`src/rtl/pet_need_ctrl_pkg.sv`:
```
// Shared state and channel codes for the virtual-pet controller and face-matrix driver.
package pet_defs;

    typedef enum logic [1:0] {
        ST_IDLE  = 2'd0,
        ST_ALERT = 2'd1,
        ST_ACK   = 2'd2,
        ST_SAD   = 2'd3
    } pet_state_e;

    localparam logic [2:0] CH_HUNGER = 3'd0;
    localparam logic [2:0] CH_SLEEP  = 3'd1;
    localparam logic [2:0] CH_PLAY   = 3'd2;

    // Lowest set bit wins: hunger outranks sleep outranks play.
    function automatic logic [2:0] lowest_set(input logic [7:0] v);
        logic [2:0] r;
        r = '0;
        for (int i = 7; i >= 0; i--)
            if (v[i]) r = 3'(i);
        return r;
    endfunction

endpackage

```
`src/rtl/pet_need_ctrl_timer.sv`:
```
// Per-channel need timer: counts seconds while the need is not pending, flags expiry.
module need_timer #(
    parameter int CNT_W = 8
) (
    input  logic             clk,
    input  logic             reset,
    input  logic             tick,
    input  logic             clr,
    input  logic [CNT_W-1:0] limit,
    output logic             expire
);

    logic [CNT_W-1:0] cnt;
    logic [CNT_W-1:0] cnt_inc;

    assign cnt_inc = cnt + 1'b1;
    assign expire  = tick && !clr && (cnt_inc == limit);

    always_ff @(posedge clk or posedge reset) begin
        if (reset)
            cnt <= '0;
        else if (clr || expire)
            cnt <= '0;
        else if (tick)
            cnt <= cnt_inc;
    end

endmodule

```
`src/rtl/pet_need_ctrl.sv`:
```
// Virtual-pet behaviour controller: need timers, priority alert, service wait and timed acknowledge.
module pet_need_ctrl
    import pet_defs::*;
#(
    parameter int CLK_HZ    = 50_000_000,
    parameter int N_NEEDS   = 3,
    parameter int TIMEOUT_S = 60,
    parameter int NEGLECT_S = 30,
    parameter int ACK_S     = 3,
    parameter int NEAR_CM   = 5,
    parameter int CM_W      = 16,
    parameter int TIME_W    = 12
) (
    input  logic               clk,
    input  logic               reset,
    input  logic [CM_W-1:0]    dist_cm,
    input  logic               dist_valid,
    input  logic [N_NEEDS-1:0] btn,
    output logic [1:0]         state,
    output logic [2:0]         cur_ch,
    output logic [N_NEEDS-1:0] pending,
    output logic [TIME_W-1:0]  secs,
    output logic [7:0]         miss_cnt,
    output logic               tick
);

    localparam int DIV_W = (CLK_HZ > 1) ? $clog2(CLK_HZ) : 1;
    localparam int LIM_W = $clog2(TIMEOUT_S * N_NEEDS + 1);
    localparam logic [DIV_W-1:0]  DIV_MAX   = DIV_W'(CLK_HZ - 1);
    localparam logic [TIME_W-1:0] NEG_LAST  = TIME_W'(NEGLECT_S - 1);
    localparam logic [TIME_W-1:0] ACK_LAST  = TIME_W'(ACK_S - 1);
    localparam logic [CM_W-1:0]   NEAR_LIM  = CM_W'(NEAR_CM);

    pet_state_e         st;
    logic [DIV_W-1:0]   div;
    logic [N_NEEDS-1:0] expire;
    logic [N_NEEDS-1:0] btn_d1, btn_d2;
    logic [7:0]         rise8, pend8, ack_clr8;
    logic               prox, svc, neglect, ack_done, leave;

    assign state = st;

    always_ff @(posedge clk or posedge reset) begin
        if (reset) begin
            div  <= '0;
            tick <= 1'b0;
        end else begin
            tick <= (div == DIV_MAX);
            div  <= (div == DIV_MAX) ? '0 : div + 1'b1;
        end
    end

    for (genvar g = 0; g < N_NEEDS; g++) begin : g_tmr
        need_timer #(.CNT_W(LIM_W)) u_tmr (
            .clk    (clk),
            .reset  (reset),
            .tick   (tick),
            .clr    (pending[g]),
            .limit  (LIM_W'(TIMEOUT_S * (g + 1))),
            .expire (expire[g])
        );
    end

    // Buttons pass one sample stage before edge detection.
    always_ff @(posedge clk or posedge reset) begin
        if (reset) begin
            btn_d1 <= '0;
            btn_d2 <= '0;
        end else begin
            btn_d1 <= btn;
            btn_d2 <= btn_d1;
        end
    end

    always_comb begin
        rise8 = '0;
        rise8[N_NEEDS-1:0] = btn_d1 & ~btn_d2;
        pend8 = '0;
        pend8[N_NEEDS-1:0] = pending;
    end

    assign prox     = dist_valid && (dist_cm <= NEAR_LIM);
    assign svc      = ((st == ST_ALERT) || (st == ST_SAD)) &&
                      ((cur_ch == CH_HUNGER) ? prox : rise8[cur_ch]);
    assign neglect  = (st == ST_ALERT) && tick && (secs == NEG_LAST);
    assign ack_done = (st == ST_ACK) && tick && (secs == ACK_LAST);
    assign ack_clr8 = ack_done ? (8'd1 << cur_ch) : 8'd0;
    assign leave    = ((st == ST_IDLE) && (|pending)) || svc || neglect || ack_done;

    always_ff @(posedge clk or posedge reset) begin
        if (reset) begin
            st       <= ST_IDLE;
            cur_ch   <= '0;
            secs     <= '0;
            miss_cnt <= '0;
            pending  <= '0;
        end else begin
            pending <= (pending | expire) & ~ack_clr8[N_NEEDS-1:0];

            if (leave)
                secs <= '0;
            else if (tick && (secs != '1))
                secs <= secs + 1'b1;

            case (st)
                ST_IDLE:
                    if (|pending) begin
                        st     <= ST_ALERT;
                        cur_ch <= lowest_set(pend8);
                    end
                // Service takes precedence over a neglect expiry on the same cycle.
                ST_ALERT:
                    if (svc)
                        st <= ST_ACK;
                    else if (neglect) begin
                        st <= ST_SAD;
                        if (miss_cnt != 8'hFF)
                            miss_cnt <= miss_cnt + 1'b1;
                    end
                ST_SAD:
                    if (svc)
                        st <= ST_ACK;
                ST_ACK:
                    if (ack_done)
                        st <= ST_IDLE;
                default:
                    st <= ST_IDLE;
            endcase
        end
    end

endmodule

```
`config.mk`:
```
export PLATFORM = sky130hd
export DESIGN_NAME = pet_need_ctrl
export DESIGN_NICKNAME = d
export VERILOG_FILES = /design/src/rtl/pet_need_ctrl_pkg.sv /design/src/rtl/pet_need_ctrl_timer.sv /design/src/rtl/pet_need_ctrl.sv
export SDC_FILE = /design/constraint.sdc
export NUM_CORES = 1
export LEC_CHECK = 0
export ABC_AREA = 0
export CAP_MARGIN = 5
export CORE_ASPECT_RATIO = 1.2
export CORE_MARGIN = 2
export CORE_UTILIZATION = 35
export CTS_CLUSTER_DIAMETER = 80
export DETAILED_ROUTE_END_ITERATION = 16
export PLACE_DENSITY_LB_ADDON = 0.25
export SYNTH_ARGS = -nofsm -noshare
export SYNTH_HDL_FRONTEND = slang
export SYNTH_HIERARCHICAL = 1
export SYNTH_SLANG_ARGS = --single-unit
export TNS_END_PERCENT = 50
```
`constraint.sdc`:
```
create_clock -name clk -period 3.9 [get_ports clk]
set_input_delay 0.975 -clock clk [delete_from_list [all_inputs] [get_ports clk]]
set_output_delay 0.975 -clock clk [all_outputs]
set_load 0.02 [all_outputs]
```
### Yosys cells after proc, flatten, opt, wreduce, memory -nomap -nowiden

Index checks and enable logic that the tools add are counted.

* output and inout port bits: 29
* input port bits: 22
* bits in registers: 85

* add/subtract/negate cells: 6
* bitwise gates (word level): 6
* magnitude comparators: 2
* reductions and logical operators: 34
* shifts and indexed selects: 1
* equal/unequal tests: 15
* muxes and demuxes: 22

Operators with widths (count)
* $mux W8: 6
* $add A8 B1 Y8 const B: 4
* $add A26 B1 Y26 const B: 1
* $eq A26 B26 Y1 const B: 1
* $mux W26: 1
* $mux W12: 2
* $le A16 B3 Y1 const B: 1
* $logic_and A1 B1 Y1: 14
* $add A12 B1 Y12 const B: 1
* $eq A12 B2 Y1 const B: 1
* $eq A12 B5 Y1 const B: 1
* $mux W2: 6
* $ne A12 B12 Y1 const B: 1
* $mux W3: 3
* $eq A8 B6 Y1 const B: 1
* $eq A8 B7 Y1 const B: 1
* $eq A8 B8 Y1 const B: 1
* $ne A8 B8 Y1 const B: 1
* $pmux W2 S4: 1
* $reduce_and A4 Y1: 2
* $reduce_bool A2 Y1: 4
* $logic_or A1 B1 Y1: 7
* $and A3 B3 Y3: 2
* $not A3 Y3: 2
* 16 further kinds: 21

### Depth between registers and ports, before layout

Gate-level depths: netlist (run 1).

* depth in word-level cells: 10
* gate-level depth with buffers: 8
* mapped depth without buffers: 7

### Modules after synthesis

Netlist (run 1), hierarchy kept.

Modules (own cells, without submodules)
* pet_need_ctrl: area an instance 2934.1 um^2, cells each 281, times used 1
* need_timer: area an instance 638.1 um^2, cells each 64, times used 3

### Worst setup path after synthesis (run 1)

No wires, ideal clock.

* path kind: input port to flip-flop
* start: input dist_cm[3]
* end: register miss_cnt[1]
* data required time: 3.772 ns
* library setup time: 0.128 ns
* data arrival time: 2.545 ns
* path slack: 1.227 ns
* stages: 5
* buffers on the path: 0
* cells stage by stage: or4_4 > o41ai_4 > o211ai_2 > nand2_2 > mux2_1

* longest elaborated chain between the ends: 6

RTL lines
* from (decl): line pet_need_ctrl.sv:16 `input logic [CM_W-1:0] dist_cm,`
* $le A16 B3 Y1: line pet_need_ctrl.sv:82 `assign prox = dist_valid && (dist_cm <= NEAR_LIM);`
* $logic_and A1 B1 Y1: line pet_need_ctrl.sv:82
* $mux W1: line pet_need_ctrl.sv:84 `((cur_ch == CH_HUNGER) ? prox : rise8[cur_ch]);`
* $logic_and A1 B1 Y1: line pet_need_ctrl.sv:83 `assign svc = ((st == ST_ALERT) || (st == ST_SAD)) &&`
* $not A1 Y1 (no line)
* $reduce_and A4 Y1 (no line)
* to (signal assigned): line pet_need_ctrl.sv:118 `miss_cnt <= miss_cnt + 1'b1;`
* to (decl): line pet_need_ctrl.sv:23 `output logic [7:0] miss_cnt,`

Every way passes these cells.
A chain may end at the register's enable or synchronous reset.

### Final worst setup path (run 1)

* start: input dist_cm[3]
* end: register secs[2]

* longest elaborated chain between the ends: 8
* elaborated cells between the ends (all ways): 9
* those cells by class: 1 x order compare; 2 x mux; 6 x reduce/logical

RTL lines
* $le A16 B3 Y1 (*): line pet_need_ctrl.sv:82
* $logic_and A1 B1 Y1 (*): line pet_need_ctrl.sv:82
* $mux W1 (*): line pet_need_ctrl.sv:84
* $logic_and A1 B1 Y1 (*): line pet_need_ctrl.sv:83
* $logic_or A1 B1 Y1 (*) (3 in series): line pet_need_ctrl.sv:88 `assign leave = ((st == ST_IDLE) && (|pending)) || svc || neglect || ack_done;`
* $mux W12 or $reduce_bool A2 Y1 (tied branches)
* to (signal assigned): line pet_need_ctrl.sv:103 `secs <= secs + 1'b1;`
* to (decl): line pet_need_ctrl.sv:22 `output logic [TIME_W-1:0] secs,`

Every way passes the cells marked *; elsewhere a longest branch is shown, timed or not.

==> run_results.csv, run 1 <==
group,metric,value,unit
timing,tightest_slew,0.842,ns
logic_synthesis,syn_inst,473,
logic_synthesis,synth_top_family_by_area,"simple AND/OR/NAND/NOR gates",
logic_synthesis,syn_area,4850,um^2
logic_synthesis,syn_area_per_cell,10.3,um^2
pwr,design_power_total,1.93,mW
cells_and_area,register_area,2050,um^2
drt,dr.first_iter.drc_count,146,
logic_synthesis,synth_compound_area_share,12.0,%
timing,hold_violations,0,
clock_network,cts_buffer_depth,2,
setup_path,worstPathRequired,4.10,ns
setup_path,crit_family,"compound AO/OA/AOI/OAI gates",
logic_synthesis,ys_types,61,
timing,fin_skew,0.00558,ns
logic_synthesis,synth_fa_ha_area_share,2.06,%
timing,fmax,353,MHz
setup_path,crit_type,"in -> reg",
drt,firstDrtPassIters,4,
placed_design,gp_congestion,0.761,
timing,fin_crit,2.83,ns
clock_network,htreeDepth,3,
cells_and_area,syn2layout_area_growth,22.2,%
setup_path,crit_path_start_kind,"input port",
grt,grt_max_degree,31,
pwr,power_density,326,nW/um^2
cells_and_area,stdcell_count,716,
placed_design,portBuffers,47,
logic_synthesis,synthMuxAreaShare,1.70,%
clock_network,cts.sinks,82,
cells_and_area,finalNetCount,570,
grt,grt_pass1_wl,18.3,mm
setup_path,slowest_stage,"or4_4",
clock_network,clock_latency,0.34,ns
pwr,vdd_drop_max,0.167,mV
logic_synthesis,ys_ff_latch,82,
floorplanning,die_area,14800,um^2
logic_synthesis,synth-xor-area-share,16.0,%
cells_and_area,multi_input_area,2710,um^2
clock_network,cts_root_buf,"clkbuf_16",
floorplanning,die_y,133,um
logic_synthesis,yosys.area_share.simple,22.2,%
cells_and_area,n_fill_cell,1344,
drt,wirelength,10.5,mm
grt,grt_antenna_before_repair,0,
pwr,p_leak,2.37,nW
logic_synthesis,yosysWarnings,6,
cells_and_area,utilization,43.4,%
logic_synthesis,synth_top_area_share,42.3,%
cells_and_area,drive_gt1_share,11.4,%
cells_and_area,diodes,0,
floorplanning,core-area,13600,um^2
clock_network,ctsHoldBuffers,0,
placed_design,place_hpwl,7.65,mm
drt,ant_nets,0,
setup_path,crit_chain,"clkdlybuf4s50_1, or4_4, o41ai_4, o21ai_2, a32oi_2, buf_4, nor3_1",
drt,wl_per_cell,14.7,um
grt,grt_pass1_vias,3754,
timing,post-route-period-util,72.6,%
clock_network,cts.clk_slew.worst_paths,0.06,ns
placed_design,dp_cells,700,
timing,finalSetupTns,0,ns
timing,maxSlewViolCount,0,
logic_synthesis,synth.top_cells.by_area,"dfrtp_1 (42%), xnor2_1 (9.2%), xor2_1 (5.4%)",
floorplanning,initial_core_util,35.5,%
floorplanning,die_w,111,um
drt,viasPerCell,5.15,
setup_path,crit_arrival,3.04,ns
timing,setup_violations,0,
job,timing.max_cap.violations,0,
grt,grt-ovfl-total,0,
setup_path,critPathBufInv,2,
clock_network,post_cts_buffers,0,
setup_path,worst_setup_path_end_kind,"register",
logic_synthesis,synthFlopType,"dfrtp_1",
floorplanning,ios,51,
logic_synthesis,async_flop_share,100,%
grt,grt_util_all_layers,15.0,%
setup_path,crit_fanout,12,
logic_synthesis,synth_top_area_cell,"dfrtp_1",
logic_synthesis,ys_seq_area_share,42.3,%
floorplanning,placementRows,47,
clock_network,cts_tree,"yes",
clock_network,numCtsBuffers,9,
clock_network,cts.repair.resized,0,
logic_synthesis,synth_edf_count,0,
drt,vias,3690,
timing,rsz0062_at_grt,"no",
drt,drc_errors,0,
timing,max_slew_margin,43.9,%
setup_path,slowest_delay,0.54,ns
run_status,outcome,"complete, no violations",
min_path,hold_path.class,"reg -> reg",
## cell type report
| cell class | instances | area share [%] |
|---|---|---|
| sequential | 82 | 34.6 |
| inverter | 21 | 1.33 |
| clock buffer | 12 | 4.33 |
| timing repair buffer | 53 | 8.70 |
| tap | 171 | 3.61 |
| multi-input combinational | 373 | 45.8 |
| clock inverter | 4 | 1.65 |
## worst register-to-register path: stages (launching register included)
cell and delay, ns:
dfrtp_1 0.47, ha_1 0.27, and3_1 0.23, a31o_2 0.26, a22oi_1 0.66, and2_1 0.23
nor2_1 0.04, a31oi_1 0.15
## cell usage in the layout (no fill, tap or decap), types with 3 or more instances in the layout
cell and count:
dfrtp_1 82, xnor2_1 51, clkdlybuf4s50_1 47, xor2_1 30, nand4_1 26, nor2_1 26, nand2_1 26, a211oi_1 25
conb_1 25, nand3_1 22, inv_1 20, nor2_2 10, clkbuf_16 9, nor4_1 8, nor3_1 8, ha_1 8
and3_1 7, a21oi_1 6, nor2b_1 6, mux2i_1 6, o21ai_0 6, or3_2 6, buf_4 6, and4_1 5
nand2b_1 5, or4_4 4, nand4_2 4, or3_1 3, bufinv_16 3, a31o_2 3, a22oi_1 3, o31ai_1 3
xnor3_1 3, a2111oi_4 3, and2_1 3
## kinds of logic (layout without fill, tap and decap cells)
| logic type | Yosys count | in the layout |
|---|---|---|
| buffers and inverters | 41 | 90 |
| AO/OA/AOI/OAI | 66 | 66 |
| XOR/XNOR | 84 | 84 |
| adder cells (fa/ha/maj) | 8 | 8 |
| AND/OR/NAND/NOR | 182 | 182 |
| multiplexers | 8 | 8 |
| other | 2 | 25 |
| flip-flops | 82 | 82 |
## flip-flops by register name, indices dropped and copies added (netlist names)
register,flops
btn_d2,2
tick,1
state,2
cur_ch,2
secs,12
miss_cnt,8
g_tmr.u_tmr/cnt,24
pending,3
div,26
btn_d1,2
## per-layer routing
| metal | vias to the layer above | part of all wire (%) | GRT usage (%) |
|---|---|---|---|
| li1 | 1810 | - | - |
| met1 | 1809 | 45 | 18.5 |
| met2 | 61 | 50 | 26.2 |
| met3 | 10 | 3.6 | 3.16 |
| met4 | 0 | 1.3 | 5.14 |
| met5 | - | 0 | 0 |
## path summary, 6_finish.rpt
path | start | endpoint | slack, ns | depth (start not counted)
min reg2reg | btn_d1[2]$_DFF_PP0_ | btn_d2[2]$_DFF_PP0_ | 0.37 | 0
max reg2reg | g_tmr[1].u_tmr/cnt[0]$_DFFE_PP0P_ | pending[1]$_DFF_PP0_ | 1.52 | 7
max in group asynchronous | reset | div[13]$_DFF_PP0_ | 2.07 | 3
min | btn_d1[2]$_DFF_PP0_ | btn_d2[2]$_DFF_PP0_ | 0.37 | 0
max | dist_cm[3] | secs[2]$_DFFE_PP0P_ | 1.07 | 7
min in group asynchronous | reset | g_tmr[2].u_tmr/cnt[2]$_DFFE_PP0P_ | 1.04 | 2
## stage by stage
stage | area [um^2] | hold WS [ns] | worst slack (ns)
after floorplan | 4930 | 0.346 | 1.23
after global placement | 5570 | 0.359 | 0.708
after detailed placement | 5570 | 0.363 | 0.707
after CTS | 5930 | 0.379 | 1.06
after global routing | 5930 | 0.394 | 0.951
final | 5930 | 0.374 | 1.07
## cell usage after synthesis, types with 6 or more instances
cell type	instances
nor2_2	10
inv_1	21
nand2_1	26
xnor2_1	51
xor2_1	30
nor3_1	8
nor4_1	8
nor2_1	26
mux2i_1	6
dfrtp_1	82
o21ai_0	6
nand3_1	22
a211oi_1	25
nor2b_1	6
ha_1	8
clkbuf_1	11
and3_1	7
or3_2	6
a21oi_1	6
nand4_1	26
## report_power, final
group          leakage (nW)  switching (mW)  internal, mW  total [mW]
sequential            0.986         0.00110         0.853       0.854
clock                 0.169           0.340         0.661        1.00
combinational          1.21          0.0420        0.0348      0.0769
(Power assumes the default switching activity.)
==> run 2, diff against run 1 <==
Clock period 3.9 ns to 2.8 ns, I/O delays scaled along.
==> run 2 against run 1 <==
Register-to-register slack worse by 0.98 ns. Combinational power is 46% higher. Count of clock-buffer cells in the layout fell by 2. Worst setup slack worse by 0.79 ns. Cell area grew 0.61%. Via count is 0.19% lower. Power up 29%. Routed wire length did not move. Hold slack worse by 0.0043 ns. Non-clock buffer count increased by 8. Critical path type unchanged. Largest cell class unchanged.
==> run_results.csv, run 2 (same netlist as run 1, synthesis figures left out) <==
group,metric,value,unit
drt,ant_nets,0,
clock_network,cts.repair.resized,0,
setup_path,crit_chain,"clkdlybuf4s50_1, or4_4, o41ai_4, o21ai_2, a32oi_2, buf_12, nor3_1",
cells_and_area,diodes,0,
cells_and_area,finalNetCount,578,
setup_path,crit_type,"in -> reg",
placed_design,pre_cts_slack,-0.0809,ns
timing,rsz0062_at_grt,"no",
cells_and_area,largest_register,"div",
min_path,hold_end,"btn_d2[2]$_DFF_PP0_",
cells_and_area,final_common_cell,"dfrtp_1",
cells_and_area,stdcell_count,724,
pwr,power_density,419,nW/um^2
setup_path,r2r_slack,0.54,ns
min_path,hold_path_startpoint,"btn_d1[2]$_DFF_PP0_",
drt,dr.first_iter.drc_count,111,
placed_design,dp_cells,708,
drt,viasPerCell,5.09,
cells_and_area,drive_gt1_share,12.8,%
clock_network,cts_root_buf,"clkbuf_16",
cells_and_area,syn2layout_area_growth,23.0,%
timing,maxSlewViolCount,0,
floorplanning,die_area,14800,um^2
cells_and_area,largest_reg_flops,26,
run_status,outcome,"complete, no violations",
floorplanning,die_y,133,um
setup_path,crit_family,"compound AO/OA/AOI/OAI gates",
drt,drc_errors,0,
grt,grt_max_degree,46,
setup_path,reg2reg_depth,6,
cells_and_area,register_area,2050,um^2
floorplanning,ios,51,
min_path,holdPathStages,0,
timing,holdWs,0.370,ns
setup_path,r2r_start,"div[0]$_DFF_PP0_",
timing,max_slew_margin,50.6,%
clock_network,numCtsBuffers,9,
timing,fin_skew,0.00580,ns
pwr,design_power_total,2.50,mW
setup_path,critPathBufInv,2,
grt,grt_antenna_before_repair,0,
job,timing.max_cap.violations,0,
floorplanning,initial_core_util,35.5,%
floorplanning,placementRows,47,
timing,fin_crit,2.52,ns
timing,finalSetupTns,0,ns
drt,wl_per_cell,14.6,um
setup_path,worstPathRequired,3.01,ns
clock_network,cts.clk_slew.worst_paths,0.06,ns
timing,setup_ws,0.275,ns
setup_path,slowest_delay,0.55,ns
placed_design,gp_congestion,0.787,
drt,wirelength,10.5,mm
floorplanning,core-area,13600,um^2
timing,tightest_slew,0.736,ns
placed_design,place_hpwl,7.77,mm
grt,grt-ovfl-total,0,
timing,fmax,396,MHz
clock_network,post_cts_buffers,0,
clock_network,htreeDepth,3,
clock_network,cts_buffer_depth,2,
pwr,p_leak,2.39,nW
setup_path,crit_arrival,2.73,ns
min_path,hold_path.class,"reg -> reg",
clock_network,ctsHoldBuffers,0,
clock_network,cts_tree,"yes",
cells_and_area,top_regs,"div: 26 flops, g_tmr.u_tmr/cnt: 24 flops, secs: 12 flops",
grt,grt_pass1_wl,18.3,mm
setup_path,crit_fanout,12,
setup_path,crit_path_start_kind,"input port",
setup_path,slowest_stage,"or4_4",
grt,grt_util_all_layers,15.0,%
timing,post-route-period-util,90.2,%
clock_network,clock_latency,0.34,ns
cells_and_area,n_fill_cell,1330,
grt,grt_pass1_vias,3776,
floorplanning,die_w,111,um
drt,firstDrtPassIters,4,
setup_path,worst_setup_path_end_kind,"register",
placed_design,portBuffers,47,
cells_and_area,mostFrequentLayoutCells,"dfrtp_1 (82), xnor2_1 (51), clkdlybuf4s50_1 (47)",
pwr,vdd_drop_max,0.291,mV
timing,setup_violations,0,
timing,hold_violations,0,
clock_network,cts.sinks,82,
setup_path,startpoint,"dist_cm[3]",
drt,vias,3683,
setup_path,r2r-end,"div[22]$_DFF_PP0_",
cells_and_area,multi_input_area,2710,um^2
[run 2: cell count changes in the layout (fill, tap and decap cells not counted)]
cell / delta
clkbuf_1: -1
buf_4: +6
clkinv_2: +1
clkinv_4: +1
clkbuf_8: -1
bufinv_16: -2
buf_12: +2
clkinvlp_4: +2
[run 2: metal layers]
layer  share of wire (%)  global-route usage (%)  wire length, um
met5                   0                       0                0
met4                 1.8                    6.79              191
met2                  51                    25.8             5330
met3                 3.5                    2.57              366
met1                  44                    18.4             4650
[run 2: stage by stage]
step,instance area [um^2],util [%]
floorplan,4930,-
global placement,5660,41.5
detailed placement,5660,41.5
CTS,5960,43.7
global route,5960,43.7
finish,5960,43.7
[run 2: area by class of cell]
class / instances / share of cell area, %
Clock inverter: 6 / 1.11
Multi-Input combinational cell: 373 / 45.5
Inverter: 21 / 1.32
Tap cell: 171 / 3.59
Timing Repair Buffer: 61 / 10.1
Clock buffer: 10 / 4.01
Sequential cell: 82 / 34.4
[run 2: how the worst max path moves through the flow]
stage                               to  slack [ns]  cells past startpoint
3_5_place_dp       secs[2]$_DFFE_PP0P_       -0.08                      7
2_1_floorplan  miss_cnt[1]$_DFFE_PP0P_        0.40                      5
6_report           secs[2]$_DFFE_PP0P_        0.28                      7
3_3_place_gp       secs[2]$_DFFE_PP0P_       -0.07                      7
5_1_grt            secs[2]$_DFFE_PP0P_        0.21                      7
4_1_cts            secs[2]$_DFFE_PP0P_        0.27                      7
[run 2: power by group]
group          internal (mW)  switching, mW  leakage [nW]
Sequential              1.19        0.00116         0.986
Clock                  0.714          0.482         0.141
Combinational         0.0524         0.0596          1.26
